<file path="config.mk">
export PLATFORM = sky130hd
export DESIGN_NAME = mshr_ctrl
export DESIGN_NICKNAME = d
export VERILOG_FILES = /design/src/rtl/mshr_ctrl_pkg.sv /design/src/rtl/mshr_ctrl_rr_arbiter.sv /design/src/rtl/mshr_ctrl.sv
export SDC_FILE = /design/constraint.sdc
export NUM_CORES = 1
export LEC_CHECK = 0
export BUFFER_PORTS_ARGS = -buffer_cell sky130_fd_sc_hd__buf_4
export CAP_MARGIN = 10
export CORE_UTILIZATION = 45
export DETAILED_ROUTE_END_ITERATION = 8
export PLACE_DENSITY = 0.67
export SLEW_MARGIN = 30
export SYNTH_ARGS = -nofsm -noshare
export SYNTH_HDL_FRONTEND = slang
export SYNTH_SLANG_ARGS = --single-unit
</file>
<file path="constraint.sdc">
create_clock -name clk -period 11.25 [get_ports clk]
set_input_delay 2.8125 -clock clk [delete_from_list [all_inputs] [get_ports clk]]
set_output_delay 2.8125 -clock clk [all_outputs]
set_load 0.01 [all_outputs]
</file>
<file path="src/rtl/mshr_ctrl_pkg.sv">
// Shared L1 miss-handling definitions: op codes, MSHR entry states and
// line-address helper.
package mshr_ctrl_pkg;

   typedef enum logic [2:0] {
      NO_OP = 3'd0,
      LD    = 3'd1,
      ST    = 3'd2,
      RD    = 3'd3,
      WR    = 3'd4,
      RWITM = 3'd7
   } op_e;

   typedef enum logic [2:0] {
      S_IDLE   = 3'd0,
      S_WB_REQ = 3'd1,
      S_RD_REQ = 3'd2,
      S_WAIT   = 3'd3,
      S_FILL   = 3'd4
   } mshr_state_e;

   localparam int unsigned LINE_FN_W = 64;

   // Clears the offset bits; callers size-cast to their own address width.
   function automatic logic [LINE_FN_W-1:0] line_align(
      input logic [LINE_FN_W-1:0] addr,
      input int unsigned          offset_w
   );
      logic [LINE_FN_W-1:0] mask;
      mask = '1;
      mask = mask << offset_w;
      return addr & mask;
   endfunction

endpackage

</file>
<file path="src/rtl/mshr_ctrl_rr_arbiter.sv">
// Round-robin grant over a request vector; pointer advances past the winner
// on accept, and an unaccepted grant is locked until it is taken.
module mshr_ctrl_rr_arbiter #(
   parameter int unsigned N     = 4,
   parameter int unsigned IDX_W = 2
) (
   input  logic             clk,
   input  logic             rst,
   input  logic [N-1:0]     i_req,
   input  logic             i_accept,
   output logic             o_valid,
   output logic [IDX_W-1:0] o_idx,
   output logic [N-1:0]     o_grant
);

   logic [IDX_W-1:0] r_ptr;
   logic             r_hold;
   logic [IDX_W-1:0] r_hold_idx;
   logic [IDX_W-1:0] w_cand;
   logic [IDX_W-1:0] w_pick;
   logic             w_found;

   always_comb begin
      w_cand  = '0;
      w_pick  = '0;
      w_found = 1'b0;
      for (int unsigned k = 0; k < N; k++) begin
         w_cand = r_ptr + IDX_W'(k);
         if (!w_found && i_req[w_cand]) begin
            w_found = 1'b1;
            w_pick  = w_cand;
         end
      end
      // A newly arriving request must not steal a grant that is still pending.
      o_valid = r_hold || w_found;
      o_idx   = r_hold ? r_hold_idx : w_pick;
      o_grant = '0;
      if (o_valid) o_grant[o_idx] = 1'b1;
   end

   always_ff @(posedge clk or posedge rst) begin
      if (rst) begin
         r_ptr      <= '0;
         r_hold     <= 1'b0;
         r_hold_idx <= '0;
      end else if (o_valid && i_accept) begin
         r_ptr  <= o_idx + 1'b1;
         r_hold <= 1'b0;
      end else begin
         r_hold     <= o_valid;
         r_hold_idx <= o_idx;
      end
   end

endmodule

</file>
<file path="src/rtl/mshr_ctrl.sv">
// L1 miss-status holding registers: captures primary misses, sequences
// writeback/line requests to L2 and returns fills to the tag pipeline.
module mshr_ctrl
   import mshr_ctrl_pkg::*;
#(
   parameter int unsigned NUM_MSHR = 4,
   parameter int unsigned ADDR_W   = 32,
   parameter int unsigned OFFSET_W = 6,
   parameter int unsigned ID_W     = 2
) (
   input  logic              clk,
   input  logic              rst,
   input  logic              alloc_valid,
   input  logic [2:0]        alloc_op,
   input  logic [ADDR_W-1:0] alloc_addr,
   input  logic [3:0]        alloc_way,
   input  logic              alloc_wb,
   input  logic [ADDR_W-1:0] alloc_evict_addr,
   output logic [ID_W-1:0]   alloc_id,
   input  logic [ADDR_W-1:0] lookup_addr,
   output logic              mshr_hit,
   output logic              full,
   output logic              l2_req_valid,
   output logic [2:0]        l2_req_op,
   output logic [ADDR_W-1:0] l2_req_addr,
   output logic [ID_W-1:0]   l2_req_id,
   input  logic              l2_req_ready,
   input  logic              l2_resp_valid,
   input  logic [ID_W-1:0]   l2_resp_id,
   output logic              fill_valid,
   output logic [ADDR_W-1:0] fill_addr,
   output logic [3:0]        fill_way,
   output logic [2:0]        fill_op,
   output logic [ID_W-1:0]   fill_id,
   input  logic              fill_ready
);

   function automatic logic [ADDR_W-1:0] f_line(input logic [ADDR_W-1:0] a);
      return ADDR_W'(line_align(LINE_FN_W'(a), OFFSET_W));
   endfunction

   mshr_state_e       r_state     [NUM_MSHR];
   mshr_state_e       w_state_nxt [NUM_MSHR];
   logic [2:0]        r_op        [NUM_MSHR];
   logic [ADDR_W-1:0] r_addr      [NUM_MSHR];
   logic [ADDR_W-1:0] r_evict     [NUM_MSHR];
   logic [3:0]        r_way       [NUM_MSHR];
   logic              r_fill_hold;
   logic [ID_W-1:0]   r_fill_idx;

   logic              w_free_found;
   logic [ID_W-1:0]   w_free_idx;
   logic [ADDR_W-1:0] w_alloc_line;
   logic [ADDR_W-1:0] w_lookup_line;
   logic              w_alloc_match;
   logic              w_alloc_go;
   logic [NUM_MSHR-1:0] w_req_vec;
   logic              w_arb_valid;
   logic [ID_W-1:0]   w_arb_idx;
   logic [NUM_MSHR-1:0] w_arb_grant;
   logic              w_req_hs;
   logic              w_fill_any;
   logic [ID_W-1:0]   w_fill_lo;
   logic              w_fill_valid;
   logic [ID_W-1:0]   w_fill_idx;

   // Free-slot search and address matching use registered state only, so an
   // entry allocated or freed this cycle is invisible until the next one.
   always_comb begin
      w_free_found  = 1'b0;
      w_free_idx    = '0;
      w_alloc_match = 1'b0;
      mshr_hit      = 1'b0;
      w_req_vec     = '0;
      w_fill_any    = 1'b0;
      w_fill_lo     = '0;
      w_alloc_line  = f_line(alloc_addr);
      w_lookup_line = f_line(lookup_addr);
      for (int unsigned i = 0; i < NUM_MSHR; i++) begin
         if (r_state[i] == S_IDLE) begin
            if (!w_free_found) begin
               w_free_found = 1'b1;
               w_free_idx   = ID_W'(i);
            end
         end else begin
            if (r_addr[i] == w_alloc_line)  w_alloc_match = 1'b1;
            if (r_addr[i] == w_lookup_line) mshr_hit      = 1'b1;
         end
         w_req_vec[i] = (r_state[i] == S_WB_REQ) || (r_state[i] == S_RD_REQ);
         if (r_state[i] == S_FILL && !w_fill_any) begin
            w_fill_any = 1'b1;
            w_fill_lo  = ID_W'(i);
         end
      end
      full       = !w_free_found;
      w_alloc_go = alloc_valid && (alloc_op == LD || alloc_op == ST) &&
                   w_free_found && !w_alloc_match;
      alloc_id   = w_alloc_go ? w_free_idx : '0;
   end

   mshr_ctrl_rr_arbiter #(
      .N     (NUM_MSHR),
      .IDX_W (ID_W)
   ) u_arb (
      .clk      (clk),
      .rst      (rst),
      .i_req    (w_req_vec),
      .i_accept (l2_req_ready),
      .o_valid  (w_arb_valid),
      .o_idx    (w_arb_idx),
      .o_grant  (w_arb_grant)
   );

   assign w_req_hs     = w_arb_valid && l2_req_ready;
   assign w_fill_valid = r_fill_hold || w_fill_any;
   assign w_fill_idx   = r_fill_hold ? r_fill_idx : w_fill_lo;

   always_comb begin
      l2_req_valid = w_arb_valid;
      l2_req_op    = '0;
      l2_req_addr  = '0;
      l2_req_id    = '0;
      if (w_arb_valid) begin
         l2_req_id = w_arb_idx;
         if (r_state[w_arb_idx] == S_WB_REQ) begin
            l2_req_op   = WR;
            l2_req_addr = r_evict[w_arb_idx];
         end else begin
            l2_req_op   = (r_op[w_arb_idx] == ST) ? RWITM : RD;
            l2_req_addr = r_addr[w_arb_idx];
         end
      end
      fill_valid = w_fill_valid;
      fill_addr  = '0;
      fill_way   = '0;
      fill_op    = '0;
      fill_id    = '0;
      if (w_fill_valid) begin
         fill_addr = r_addr[w_fill_idx];
         fill_way  = r_way[w_fill_idx];
         fill_op   = r_op[w_fill_idx];
         fill_id   = w_fill_idx;
      end
   end

   always_comb begin
      for (int unsigned i = 0; i < NUM_MSHR; i++) begin
         w_state_nxt[i] = r_state[i];
         case (r_state[i])
            S_IDLE:
               if (w_alloc_go && w_free_idx == ID_W'(i))
                  w_state_nxt[i] = alloc_wb ? S_WB_REQ : S_RD_REQ;
            S_WB_REQ:
               if (w_req_hs && w_arb_grant[i]) w_state_nxt[i] = S_RD_REQ;
            S_RD_REQ:
               if (w_req_hs && w_arb_grant[i]) w_state_nxt[i] = S_WAIT;
            S_WAIT:
               if (l2_resp_valid && l2_resp_id == ID_W'(i)) w_state_nxt[i] = S_FILL;
            S_FILL:
               if (w_fill_valid && fill_ready && w_fill_idx == ID_W'(i))
                  w_state_nxt[i] = S_IDLE;
            default:
               w_state_nxt[i] = S_IDLE;
         endcase
      end
   end

   always_ff @(posedge clk or posedge rst) begin
      if (rst) begin
         for (int unsigned i = 0; i < NUM_MSHR; i++) begin
            r_state[i] <= S_IDLE;
            r_op[i]    <= '0;
            r_addr[i]  <= '0;
            r_evict[i] <= '0;
            r_way[i]   <= '0;
         end
         r_fill_hold <= 1'b0;
         r_fill_idx  <= '0;
      end else begin
         for (int unsigned i = 0; i < NUM_MSHR; i++) begin
            r_state[i] <= w_state_nxt[i];
         end
         if (w_alloc_go) begin
            r_op[w_free_idx]    <= alloc_op;
            r_addr[w_free_idx]  <= w_alloc_line;
            r_evict[w_free_idx] <= f_line(alloc_evict_addr);
            r_way[w_free_idx]   <= alloc_way;
         end
         r_fill_hold <= w_fill_valid && !fill_ready;
         r_fill_idx  <= w_fill_idx;
      end
   end

endmodule

</file>
# Word-level counts from Yosys, hierarchy flattened
# Cells that the tools add are included.
[op_classes] addsub=4 multipliers=0 n_div=0 magnitude_cmp=10 n_eq_ne=57 n_shift=0 muxes=122 bitwise=3 reduce_logical=57
[op_table] operator="$mux 32" n=10
[op_table] operator="$bwmux 128" n=2
[op_table] operator="$eq 32x32->1" n=8
[op_table] operator="$bmux 32 s2" n=3
[op_table] operator="$mux 3" n=31
[op_table] operator="$demux 32 s2" n=1
[op_table] operator="$pmux 3 s5" n=4
[op_table] operator="$mux 1" n=37
[op_table] operator="$mux 2" n=16
[op_table] operator="$ne 2x1->1 const B" n=16
[op_table] operator="$eq 3x2->1 const B" n=10
[op_table] operator="$logic_and 1x1->1" n=30
[op_table] operator="$mux 4" n=5
[op_table] operator="$reduce_and 5->1" n=4
[op_table] operator="$bmux 3 s2" n=3
[op_table] operator="$eq 3x1->1 const B" n=6
[op_table] operator="$bwmux 16" n=1
[op_table] operator="$lt 2x3->1 const B" n=5
[op_table] operator="$bwmux 12" n=1
[op_table] operator="$eq 2x2->1 const B" n=6
[op_table] operator="$eq 3x3->1 const B" n=4
[op_table] operator="$logic_not 3->1" n=4
[op_table] operator="$ge 3x3->1 const B" n=3
[op_table] operator="$logic_not 1->1" n=9
[op_table] operator="other kinds (14)" n=34
[word_totals] register_bits=304 latch_bits=0 ram_bits=0 mem_bits_ro=0 input_bits=112 output_inout_bits=84 wordCells=278 mem_count=0

# Logic depth before layout (Yosys ltp)
# Gate-level depths: netlist (run 1).
[logic_depth] word_depth=23 ltp_mapped=12 depth_no_buf=9

# Cells and area by module
# From an unflattened synthesis (run 1), not the netlist that was laid out.
[unflattened] cells_unflattened=1225 hier_area_um2=15521.1
[modules_own_cells] module="mshr_ctrl" n_inst=1 cells_each=1180 area_each_um2=15099.5 seq_area_each_um2=6281.0
[modules_own_cells] module="mshr_ctrl_rr_arbiter" n_inst=1 cells_each=45 area_each_um2=421.7 seq_area_each_um2=125.1

# Worst setup path after synthesis (run 1)
# OpenSTA, ideal clock, no wires.
[synth_timing] path_kind="input port to output port" startpoint="in alloc_addr[28]" endpoint="out alloc_id[0]" t_arrival_ns=4.680 required_time_ns=8.438 path_slack_ns=3.757 path_stages=9 path_buffers=2 path_cell_list="clkbuf_1 -> xor2_1 -> nor4_1 -> nand4_1 -> nor4_1 -> nor3_4 -> nand3_1 -> clkbuf_1 -> nand2_1"
[synth_between] elab_chain_len=12 elab_cells_between_ends=15 classes_between="4 x eq/ne; 9 x mux; 2 x reduce/logical"
[synth_rtl] element="start, declared" line="mshr_ctrl.sv:15" source="input logic [ADDR_W-1:0] alloc_addr,"
[synth_rtl] element="$eq 32x32->1" line="mshr_ctrl.sv:86" source="if (r_addr[i] == w_alloc_line) w_alloc_match = 1'b1;"
[synth_rtl] element="$mux 1" line="mshr_ctrl.sv:86"
[synth_rtl] element="$mux 1" line="mshr_ctrl.sv:80" source="if (r_state[i] == S_IDLE) begin"
[synth_rtl] element="$mux 1" line="mshr_ctrl.sv:86"
[synth_rtl] element="$mux 1" line="mshr_ctrl.sv:80"
[synth_rtl] element="$mux 1" line="mshr_ctrl.sv:86"
[synth_rtl] element="$mux 1" line="mshr_ctrl.sv:80"
[synth_rtl] element="$mux 1" line="mshr_ctrl.sv:86"
[synth_rtl] element="$mux 1 *" line="mshr_ctrl.sv:80"
[synth_rtl] element="$logic_not 1->1 *" line="mshr_ctrl.sv:97" source="w_free_found && !w_alloc_match;"
[synth_rtl] element="$logic_and 1x1->1 *" line="mshr_ctrl.sv:97"
[synth_rtl] element="$mux 2 *" line="mshr_ctrl.sv:98" source="alloc_id = w_alloc_go ? w_free_idx : '0;"
[synth_rtl] element="end, declared" line="mshr_ctrl.sv:19" source="output logic [ID_W-1:0] alloc_id,"
# Mark *: on every way between the ends. The rest lies on a longest branch, timed or not.

# Worst setup path after layout (run 1)
[layout_timing] startpoint="in alloc_op[0]" endpoint="out alloc_id[0]"
[layout_between] elab_chain_len=6 elab_cells_between_ends=7 classes_between="2 x eq/ne; 1 x mux; 4 x reduce/logical"
[layout_rtl] element="start, declared" line="mshr_ctrl.sv:14" source="input logic [2:0] alloc_op,"
[layout_rtl] element="$eq 3x1->1 or $eq 3x2->1 (tied branches)" line="mshr_ctrl.sv:96" source="w_alloc_go = alloc_valid && (alloc_op == LD || alloc_op == ST) &&"
[layout_rtl] element="$logic_or 1x1->1 *" line="mshr_ctrl.sv:96"
[layout_rtl] element="$logic_and 1x1->1 * (2 in a row)" line="mshr_ctrl.sv:96"
[layout_rtl] element="$logic_and 1x1->1 *" line="mshr_ctrl.sv:97"
[layout_rtl] element="$mux 2 *" line="mshr_ctrl.sv:98"
# Marked as above.

==> summary.md, run 1 <==
| Metric | Value |
|---|---|
| Final hold violation count | `0` |
| Area growth syn-to-layout | `15.4%` |
| Drt wl/cell | `between 20 and 25 um` |
| Worst slew pin tran | `0.881 ns` |
| Placed standard-cell area | `17100 um^2` |
| Gr ovfl total | `0` |
| Pwr dens | `between 300 and 400 nW/um^2` |
| Layout cells sized above 1 | `between 20% and 30%` |
| Cts repair resizes | `0` |
| Leak pwr | `about 7.9 nW` |
| First-pass GRT wire length | `75.1 mm` |
| Antenna viol nets, final | `0` |
| Pre-CTS setup slack | `between 3 and 4 ns` |
| Critical Path Most Common Cell | `buf_4` |
| Die Y | `about 190 um` |
| Sequential area share after synthesis | `40.7%` |
| Critical path's top delay family | `simple AND/OR/NAND/NOR gates` |
| Initial antenna violation count | `1` |
| TritonCTS clock tree | `built` |
| Final setup vio count | `0` |
| Worst EP arrival | `around 5.2 ns` |
| RSZ-0062 raised after global routing | `no` |
| Hold WC Path Type | `reg -> reg` |
| Post-synthesis cell type count | `65` |
| TNS Setup | `0 ns` |
| WL final | `between 40 and 50 mm` |
| CTS root buffer | `clkbuf_16` |
| Final Instance Area | `approximately 18000 um^2` |
| Worst Path Required | `about 8.4 ns` |
| Vias in the first global route | `around 12000` |
| Layer with the highest usage | `met2` |
| CTS hold repair buffers | `0` |
| WS Path Type | `in -> out` |
| Residual DRC count | `0` |
| Post-Syn Instances | `1513` |
| Post-DP HPWL | `roughly 33 mm` |
| First drt pass iteration count | `5` |
| Max-slew headroom | `~41%` |
| Die ar. | `~36000 um^2` |
| CTS buffer count | `30` |
| Number of synthesized register bits | `roughly 260` |
| Tmin final | `8.00 ns` |
| Fmax | `around 120 MHz` |
| Pin count of the biggest net entering global routing | `157` |
| Final Cycle Share | `between 70% and 80%` |
| Starting Density | `between 40% and 50%` |
| Number of flops mapped to enable cells by yosys | `0` |
| Crit path from | `alloc_op[0]` |
| M3 GR Usage | `under 10%` |
| CTS max path bufs | `3` |
| Nets | `between 1500 and 2000` |
| CP Buf/Inv Count | `2` |
| Post-CTS setup buffer count | `0` |
| Ys Warns | `0` |
| Latest clock arrival within the worst-skew pair | `about 0.57 ns` |
| Critical Path, Cell by Cell | `buf_4 > xnor2_1 > nor4b_1 > o21ai_1 > nor3_4 > nand3_4 > nand2_1 > buf_4` |
| Post-synth top area share | `40.7%` |
| CP Capture Type | `output pin` |
| Post-Syn Area | `15700 um^2` |
| Core Util, Final | `between 50% and 60%` |
| Core Area | `34500 um^2` |
| Layout Skew | `around 0.021 ns` |
| Filler cells | `3137` |
| IO buf count | `165` |
| Synth area leaders | `dfrtp_1, mux2_2, xor2_1` |
| Final weighted congestion in routability-driven placement | `a little over 1` |
| Final worst slack | `around 3.2 ns` |
| Via density | `5.96` |
| Cell taking the most area after synthesis | `dfrtp_1` |
| Max Cap Viol | `0` |
| Slowest-stage cell, CP | `nor4b_1` |
| Slowest stage delay, CP | `between 0.5 and 0.6 ns` |
| Die X-Extent | `approximately 190 um` |
| Clock slew seen by the registers of the worst setup and hold paths | `0.06 ns` |
| Met2 Use GR | `a little over two fifths` |
| GR Util met1 | `38.7%` |
| Hold Path Origin | `r_evict[124]` |
| Ys async rst share | `between 90% and 100%` |
| Top_reg_cell synth | `dfrtp_1` |
| Via count | `around 12000` |
| Gr usage total | `27.4%` |
| Number of placed I/O pins | `around 200` |
| Site Rows | `68` |
| Initial DRC count | `about 1100` |
| Worst R2R Start | `r_state[5]` |
| CP Launch Type | `input pin` |
| H-tree levels | `1` |
| Maximum VDD drop | `316 uV` |
| Pins over their slew limit | `0` |
| Power consumption | `between 6 and 7 mW` |
| Largest fanout on the critical path | `17` |
| CTS sink count | `between 200 and 300` |
| Mapped Avg Cell Area | `10.4 um^2` |
| Status | `finished clean` |
[per-stage QoR]
stage | std cells | hold slack [ns]
6_report | 2068 | 0.487
5_1_grt | 2067 | 0.510
4_1_cts | 2065 | 0.492
3_5_place_dp | 2014 | 0.479
3_3_place_gp | 2013 | 0.467
2_1_floorplan | 1524 | 0.458
[layer usage]
layer	routed length, um	share of wire (%)	vias up
li1	-	-	5482
met1	21400	44	6255
met3	3470	7.1	100
met5	13	0.027	-
met4	1680	3.4	2
met2	22300	46	485
[where the power goes]
group          internal (mW)  switching (mW)
Sequential              1.36           0.517
Combinational           1.58            2.07
Clock                  0.613           0.387
[worst reg2reg max path, cell delays in order, from the launching register on]
cell	delay, ns
dfrtp_1	0.50
nor3_2	0.66
nor4_1	0.20
nor4b_1	0.61
o21ai_1	0.22
nor3_4	0.54
o21a_4	0.64
buf_12	0.31
mux2_2	0.37
[cell families after synthesis]
kind of cell	Yosys count	share of synthesized area, %
buf+inv	157	4.67
flops	256	40.7
compound gates	183	8.51
xor+xnor	214	12.0
mux	265	20.6
simple gates	437	13.5
other cells	1	0.0238
[placed cells by master (no fill, tap or decap), types with 3 or more instances in the layout]
cell,count
a211oi_1,27
a21oi_1,41
a222oi_1,6
a311o_1,27
a31oi_1,4
and2_1,53
buf_12,4
buf_4,174
bufinv_16,3
clkbuf_1,5
clkbuf_16,31
clkbuf_8,7
clkinv_2,3
conb_1,12
dfrtp_1,256
inv_1,11
mux2_1,27
mux2_2,207
mux2i_1,8
mux4_2,23
nand2_1,201
nand2b_1,9
nand3_1,45
nand4_1,23
nor2_1,28
nor2b_1,3
nor3_1,12
nor3_2,4
nor3b_1,5
nor4_1,41
o211ai_1,26
o21ai_0,16
o21bai_1,3
o221ai_1,7
o22ai_1,3
xnor2_1,79
xor2_1,134
[synth_stat cells, types with 9 or more instances]
cell and count:
dfrtp_1 256, mux2_2 207, nand2_1 202, xor2_1 134, xnor2_1 79, clkbuf_1 70, and2_1 53, nand3_1 47
a21oi_1 41, nor4_1 41, buf_2 38, nor2_1 28, a211oi_1 27, a311o_1 27, mux2_1 27, o211ai_1 26
mux4_2 23, nand4_1 23, o21ai_0 16, buf_1 14, buf_4 14, inv_1 13, nor3_1 12, nand2b_1 9
[worst paths after layout]
kind	end	slack (ns)	cells past startpoint
max in group asynchronous	r_addr[21]	7.59	3
min in group asynchronous	r_way[4]	2.37	2
min	r_evict[124]	0.49	1
max reg2reg	r_evict[115]	7.08	8
max	alloc_id[0]	3.25	8
min reg2reg	r_evict[124]	0.49	1
[registers in the layout (all words and copies together) (netlist names), 2 cells and up]
name	cells
r_op	12
u_arb.r_hold_idx	2
r_state	12
u_arb.r_ptr	2
r_way	16
r_evict	104
r_fill_idx	2
r_addr	104
[area by class of cell]
cell class	instances	area, um^2	area share [%]
sequential	256	6410	35.3
clock buffer	43	891	4.91
timing repair buffer	179	1400	7.70
inverter	15	66.3	0.366
multi-input combinational	1111	8690	47.9
antenna	1	2.50	0.0138
tap	455	569	3.14
clock inverter	8	124	0.683
Power figures use the tool's default switching activity.
==> inputs of run 2 (changes only) <==
==> constraint.sdc (replaced) <==
create_clock -name clk -period 7.4 [get_ports clk]
set_input_delay 1.85 -clock clk [delete_from_list [all_inputs] [get_ports clk]]
set_output_delay 1.85 -clock clk [all_outputs]
set_load 0.01 [all_outputs]
==> summary.md, run 2 (same netlist as run 1, synthesis figures left out) <==
| Metric | Value |
|---|---|
| Nets | `1705` |
| Area growth syn-to-layout | `14.8%` |
| M3 GR Usage | `4.93%` |
| CTS hold repair buffers | `0` |
| Placed standard-cell area | `roughly 17000 um^2` |
| Post-DP HPWL | `between 30 and 40 mm` |
| WL final | `49.0 mm` |
| Number of placed I/O pins | `roughly 200` |
| Cts repair resizes | `0` |
| Gr usage total | `27.5%` |
| Hold Path Origin | `r_evict[123]` |
| Worst Hold Path Cells | `1` |
| R2R setup slack | `about 2.7 ns` |
| Slowest-stage cell, CP | `mux4_2` |
| Worst slew pin tran | `about 1 ns` |
| Residual DRC count | `0` |
| Via count | `12287` |
| CTS root buffer | `clkbuf_16` |
| Hold EP | `r_evict[123]` |
| First-pass GRT wire length | `around 75 mm` |
| Status | `finished clean` |
| Pins over their slew limit | `0` |
| Clock slew seen by the registers of the worst setup and hold paths | `about 0.060 ns` |
| Worst Path Required | `roughly 5.6 ns` |
| CTS buffer count | `29` |
| Layer with the highest usage | `met2` |
| Vias in the first global route | `11985` |
| Filler cells | `between 3000 and 4000` |
| CTS sink count | `around 260` |
| Worst EP arrival | `about 4.6 ns` |
| Pin count of the biggest net entering global routing | `roughly 160` |
| RSZ-0062 raised after global routing | `no` |
| Core Util, Final | `between 50% and 60%` |
| Hold WC Path Type | `reg -> reg` |
| Site Rows | `slightly below 70` |
| Fmax | `approximately 150 MHz` |
| Final hold violation count | `0` |
| Maximum VDD drop | `about 510 uV` |
| Initial DRC count | `around 1100` |
| Commonest cells after routing, fill and taps aside | `dfrtp_1, mux2_2, nand2_1` |
| Largest fanout on the critical path | `34` |
| CP Launch Type | `flop` |
| Final Instance Area | `between 15000 and 20000 um^2` |
| Commonest non-fill, non-tap cell in the layout | `dfrtp_1` |
| Met2 Use GR | `42.2%` |
| Final weighted congestion in routability-driven placement | `approximately 1.0` |
| CTS max path bufs | `3` |
| CP Buf/Inv Count | `3` |
| Final setup vio count | `0` |
| Die Y | `about 190 um` |
| Critical Path Most Common Cell | `buf_4` |
| CP Capture Type | `output pin` |
| Core Area | `between 30000 and 40000 um^2` |
| Final worst slack | `slightly above 0.9 ns` |
| Leak pwr | `about 7.9 nW` |
| Max-slew headroom | `between 30% and 40%` |
| Antenna viol nets, final | `0` |
| Drt wl/cell | `23.7 um` |
| Tmin final | `~6.5 ns` |
| Latest clock arrival within the worst-skew pair | `0.57 ns` |
| WS Path Type | `reg -> out` |
| Via density | `about 5.9` |
| Slowest stage delay, CP | `roughly 1 ns` |
| Critical Path, Cell by Cell | `xnor2_2 > nor2_1 > o221ai_1 > o211a_4 > inv_4 > mux4_2 > buf_4 > o211ai_1 > a21oi_1 > buf_4` |
| TNS Setup | `0 ns` |
| First drt pass iteration count | `5` |
| Pre-CTS setup slack | `1.51 ns` |
| IO buf count | `165` |
| Layout Skew | `around 0.022 ns` |
| Pwr dens | `between 500 and 600 nW/um^2` |
| Largest registers | `r_addr x104, r_evict x104, r_way x16` |
| Max Cap Viol | `0` |
| Gr ovfl total | `0` |
| Final Cycle Share | `between 80 and 90%` |
| TritonCTS clock tree | `built` |
| Post-CTS setup buffer count | `0` |
| Reg2Reg Depth | `8` |
| Initial antenna violation count | `1` |
| Die X-Extent | `around 190 um` |
| Power consumption | `9.84 mW` |
| Critical path's top delay family | `compound AO/OA/AOI/OAI gates` |
| Starting Density | `45.6%` |
| R2r endpoint | `r_evict[106]` |
| H-tree levels | `1` |
| Layout cells sized above 1 | `~30%` |
| Die ar. | `roughly 36000 um^2` |
| GR Util met1 | `between 30 and 40%` |
| Worst R2R Start | `r_state[8]` |
[run 2: cell count changes in the layout (fill, tap and decap cells not counted), moves of 2 or more]
| cell | delta |
|---|---|
| buf_12 | -3 |
| buf_4 | +3 |
| clkbuf_16 | -2 |
| clkinv_2 | +2 |
| clkinvlp_4 | +3 |
| inv_8 | -2 |
[run 2: metrics by stage]
stage / instances / hold WS, ns
3_3_place_gp: 2017 / 0.468
2_1_floorplan: 1524 / 0.458
5_1_grt: 2068 / 0.502
3_5_place_dp: 2017 / 0.476
4_1_cts: 2068 / 0.489
6_report: 2069 / 0.485
[run 2: worst max path at each step]
stage,from,endpoint,slack [ns],cells past startpoint
global route,r_state[7],l2_req_addr[14],0.66,10
global placement,alloc_op[0],alloc_id[1],1.50,7
detailed placement,alloc_op[0],alloc_id[1],1.51,7
floorplan,alloc_addr[28],alloc_id[0],1.83,9
finish,r_state[7],l2_req_addr[9],0.93,10
CTS,r_state[7],l2_req_addr[9],0.95,10
[run 2: area by class of cell]
cell class	instances	area (um^2)	area share (%)
clock inverters	11	116	0.645
clock buffers	40	837	4.64
multi-input cells	1111	8680	48.1
repair buffers	180	1370	7.60
inverters	15	62.6	0.347
flip-flops and latches	256	6410	35.5
diodes	1	2.50	0.0139
well taps	455	569	3.15
[run 2: worst register-to-register path: cells and delay by family, from the launching register on]
| family | cells | cell delay [ns] |
|---|---|---|
| compound gates | 2 | 1.12 |
| buf+inv | 1 | 0.49 |
| flops | 1 | 0.52 |
| mux | 1 | 0.39 |
| simple gates | 4 | 2.09 |
[run 2: power by group]
group	total, mW	internal (mW)	switching (mW)
combinational	5.56	2.40	3.15
clock	1.44	0.853	0.589
sequential	2.84	2.06	0.773
total	9.84	5.32	4.51
[run 2: routing by layer]
metal	vias up	routed length, um	part of all wire [%]
li1	5476	-	-
met1	6245	21800	44
met2	484	22200	45
met3	82	3690	7.5
met4	0	1350	2.8
met5	-	0	0
==> inputs of run 3 (changes only) <==
--- a/config.mk
+++ b/config.mk
@@ -8,8 +8,10 @@
 export BUFFER_PORTS_ARGS = -buffer_cell sky130_fd_sc_hd__buf_4
 export CAP_MARGIN = 10
 export CORE_UTILIZATION = 45
+export CTS_BUF_LIST = sky130_fd_sc_hd__clkbuf_8
 export DETAILED_ROUTE_END_ITERATION = 8
 export PLACE_DENSITY = 0.67
+export REMOVE_ABC_BUFFERS = 1
 export SLEW_MARGIN = 30
 export SYNTH_ARGS = -nofsm -noshare
 export SYNTH_HDL_FRONTEND = slang
==> summary.md, run 3 (same netlist as run 1, synthesis figures left out) <==
| Metric | Value |
|---|---|
| Status | `finished clean` |
| Initial antenna violation count | `1` |
| Drt wl/cell | `22.7 um` |
| Post-DP HPWL | `around 32 mm` |
| Gr usage total | `26.8%` |
| Commonest cells after routing, fill and taps aside | `dfrtp_1, mux2_2, nand2_1` |
| Worst slew pin tran | `just under 1 ns` |
| Site Rows | `a little under 70` |
| Largest registers | `r_addr x104, r_evict x104, r_way x16` |
| CTS max path bufs | `3` |
| CTS hold repair buffers | `0` |
| First-pass GRT wire length | `roughly 74 mm` |
| Commonest non-fill, non-tap cell in the layout | `dfrtp_1` |
| Area growth syn-to-layout | `15.6%` |
| Critical Path, Cell by Cell | `xnor2_2 > nor2_1 > a311o_1 > a222oi_1 > buf_4 > buf_4 > a211oi_1 > a311o_1 > a21oi_1 > buf_4` |
| Tmin final | `6.50 ns` |
| Final setup vio count | `0` |
| Slowest stage delay, CP | `0.67 ns` |
| Die ar. | `between 30000 and 40000 um^2` |
| Worst EP arrival | `around 4.7 ns` |
| Antenna viol nets, final | `0` |
| WS Path Type | `reg -> out` |
| CTS sink count | `256` |
| Largest fanout on the critical path | `60` |
| Maximum VDD drop | `between 300 and 400 uV` |
| Pwr dens | `between 500 and 600 nW/um^2` |
| Starting Density | `45.6%` |
| TritonCTS clock tree | `built` |
| Fmax | `154 MHz` |
| CTS buffer count | `48` |
| IO buf count | `approximately 170` |
| Layout cells sized above 1 | `30.5%` |
| Vias in the first global route | `between 10000 and 15000` |
| Pins over their slew limit | `0` |
| RSZ-0062 raised after global routing | `no` |
| Final hold violation count | `0` |
| Worst Path Required | `between 5 and 6 ns` |
| Residual DRC count | `0` |
| Post-CTS setup buffer count | `0` |
| CTS root buffer | `clkbuf_8` |
| Max Cap Viol | `0` |
| First drt pass iteration count | `5` |
| # diodes | `0` |
| Final weighted congestion in routability-driven placement | `0.946` |
| Core Util, Final | `a little over half` |
| TNS Setup | `0 ns` |
| CP Launch Type | `flop` |
| Via density | `roughly 6` |
| Die Y | `approximately 190 um` |
| Final Cycle Share | `87.8%` |
| Max-slew headroom | `between 30 and 40%` |
| Critical Path Most Common Cell | `buf_4` |
| Cts repair resizes | `0` |
| Nets | `between 1500 and 2000` |
| Via count | `between 10000 and 15000` |
| Pin count of the biggest net entering global routing | `153` |
| Initial DRC count | `approximately 970` |
| Slowest-stage cell, CP | `buf_4` |
| Filler cells | `between 3000 and 4000` |
| Clock slew seen by the registers of the worst setup and hold paths | `~0.06 ns` |
| Number of placed I/O pins | `196` |
| Layout Skew | `~0.030 ns` |
| Power consumption | `~9.6 mW` |
| Die X-Extent | `approximately 190 um` |
| Leak pwr | `around 8.0 nW` |
| Core Area | `roughly 34000 um^2` |
| Latest clock arrival within the worst-skew pair | `between 0.5 and 0.6 ns` |
| CP Capture Type | `output pin` |
| Gr ovfl total | `0` |
| H-tree levels | `2` |
| WL final | `between 40 and 50 mm` |
| Hold WC Path Type | `reg -> reg` |
## run 3: worst max-delay path: cells and delay by family (launching register included)
family / cells / cell delay, ns
AOI/OAI and AO/OA: 5 / 1.53
xor gates and xnor gates: 1 / 0.36
and+or+nand+nor: 1 / 0.12
buffers and inverters: 3 / 1.47
DFF: 1 / 0.49
## run 3: final timing paths
| path | cells past startpoint | slack (ns) | from | to |
|---|---|---|---|---|
| max in group asynchronous | 3 | 4.68 | rst | r_addr[79] |
| hold / removal | 1 | 0.49 | r_evict[126] | r_evict[126] |
| setup reg to reg | 9 | 3.26 | r_state[8] | r_state[1] |
| setup / recovery | 10 | 0.90 | r_state[7] | l2_req_addr[27] |
| min in group asynchronous | 2 | 1.39 | rst | r_way[14] |
| hold reg to reg | 1 | 0.49 | r_evict[126] | r_evict[126] |
## run 3: layout make-up
class	count	area (um^2)	share of cell area (%)
multi-input cells	1111	8680	47.8
flip-flops and latches	256	6410	35.3
repair buffers	183	1450	7.95
clock buffers	61	840	4.62
well taps	455	569	3.13
clock inverters	26	163	0.895
inverters	15	66.3	0.365
## run 3: power by group
group	internal, mW	leakage (nW)	switching [mW]	total (mW)
sequential	2.07	3.20	0.748	2.81
combinational	2.41	4.26	2.94	5.35
clock	0.809	0.585	0.623	1.43
## run 3: routing by layer
metal / vias to the layer above / global-route usage (%) / share of wire (%)
li1: 5557 / - / -
met4: 0 / 8.50 / 2.6
met3: 94 / 4.50 / 6.2
met2: 445 / 43.0 / 47
met1: 6300 / 37.0 / 44
met5: - / 0 / 0
## run 3: per-stage QoR
stage	setup WS (ns)	std cells	hold WS [ns]	cell area, um^2
2_1_floorplan	-4.38	1382	0.458	15100
3_3_place_gp	1.58	2017	0.468	17100
3_5_place_dp	1.52	2020	0.478	17200
4_1_cts	0.976	2107	0.490	18200
5_1_grt	0.609	2107	0.500	18200
6_report	0.902	2107	0.487	18200
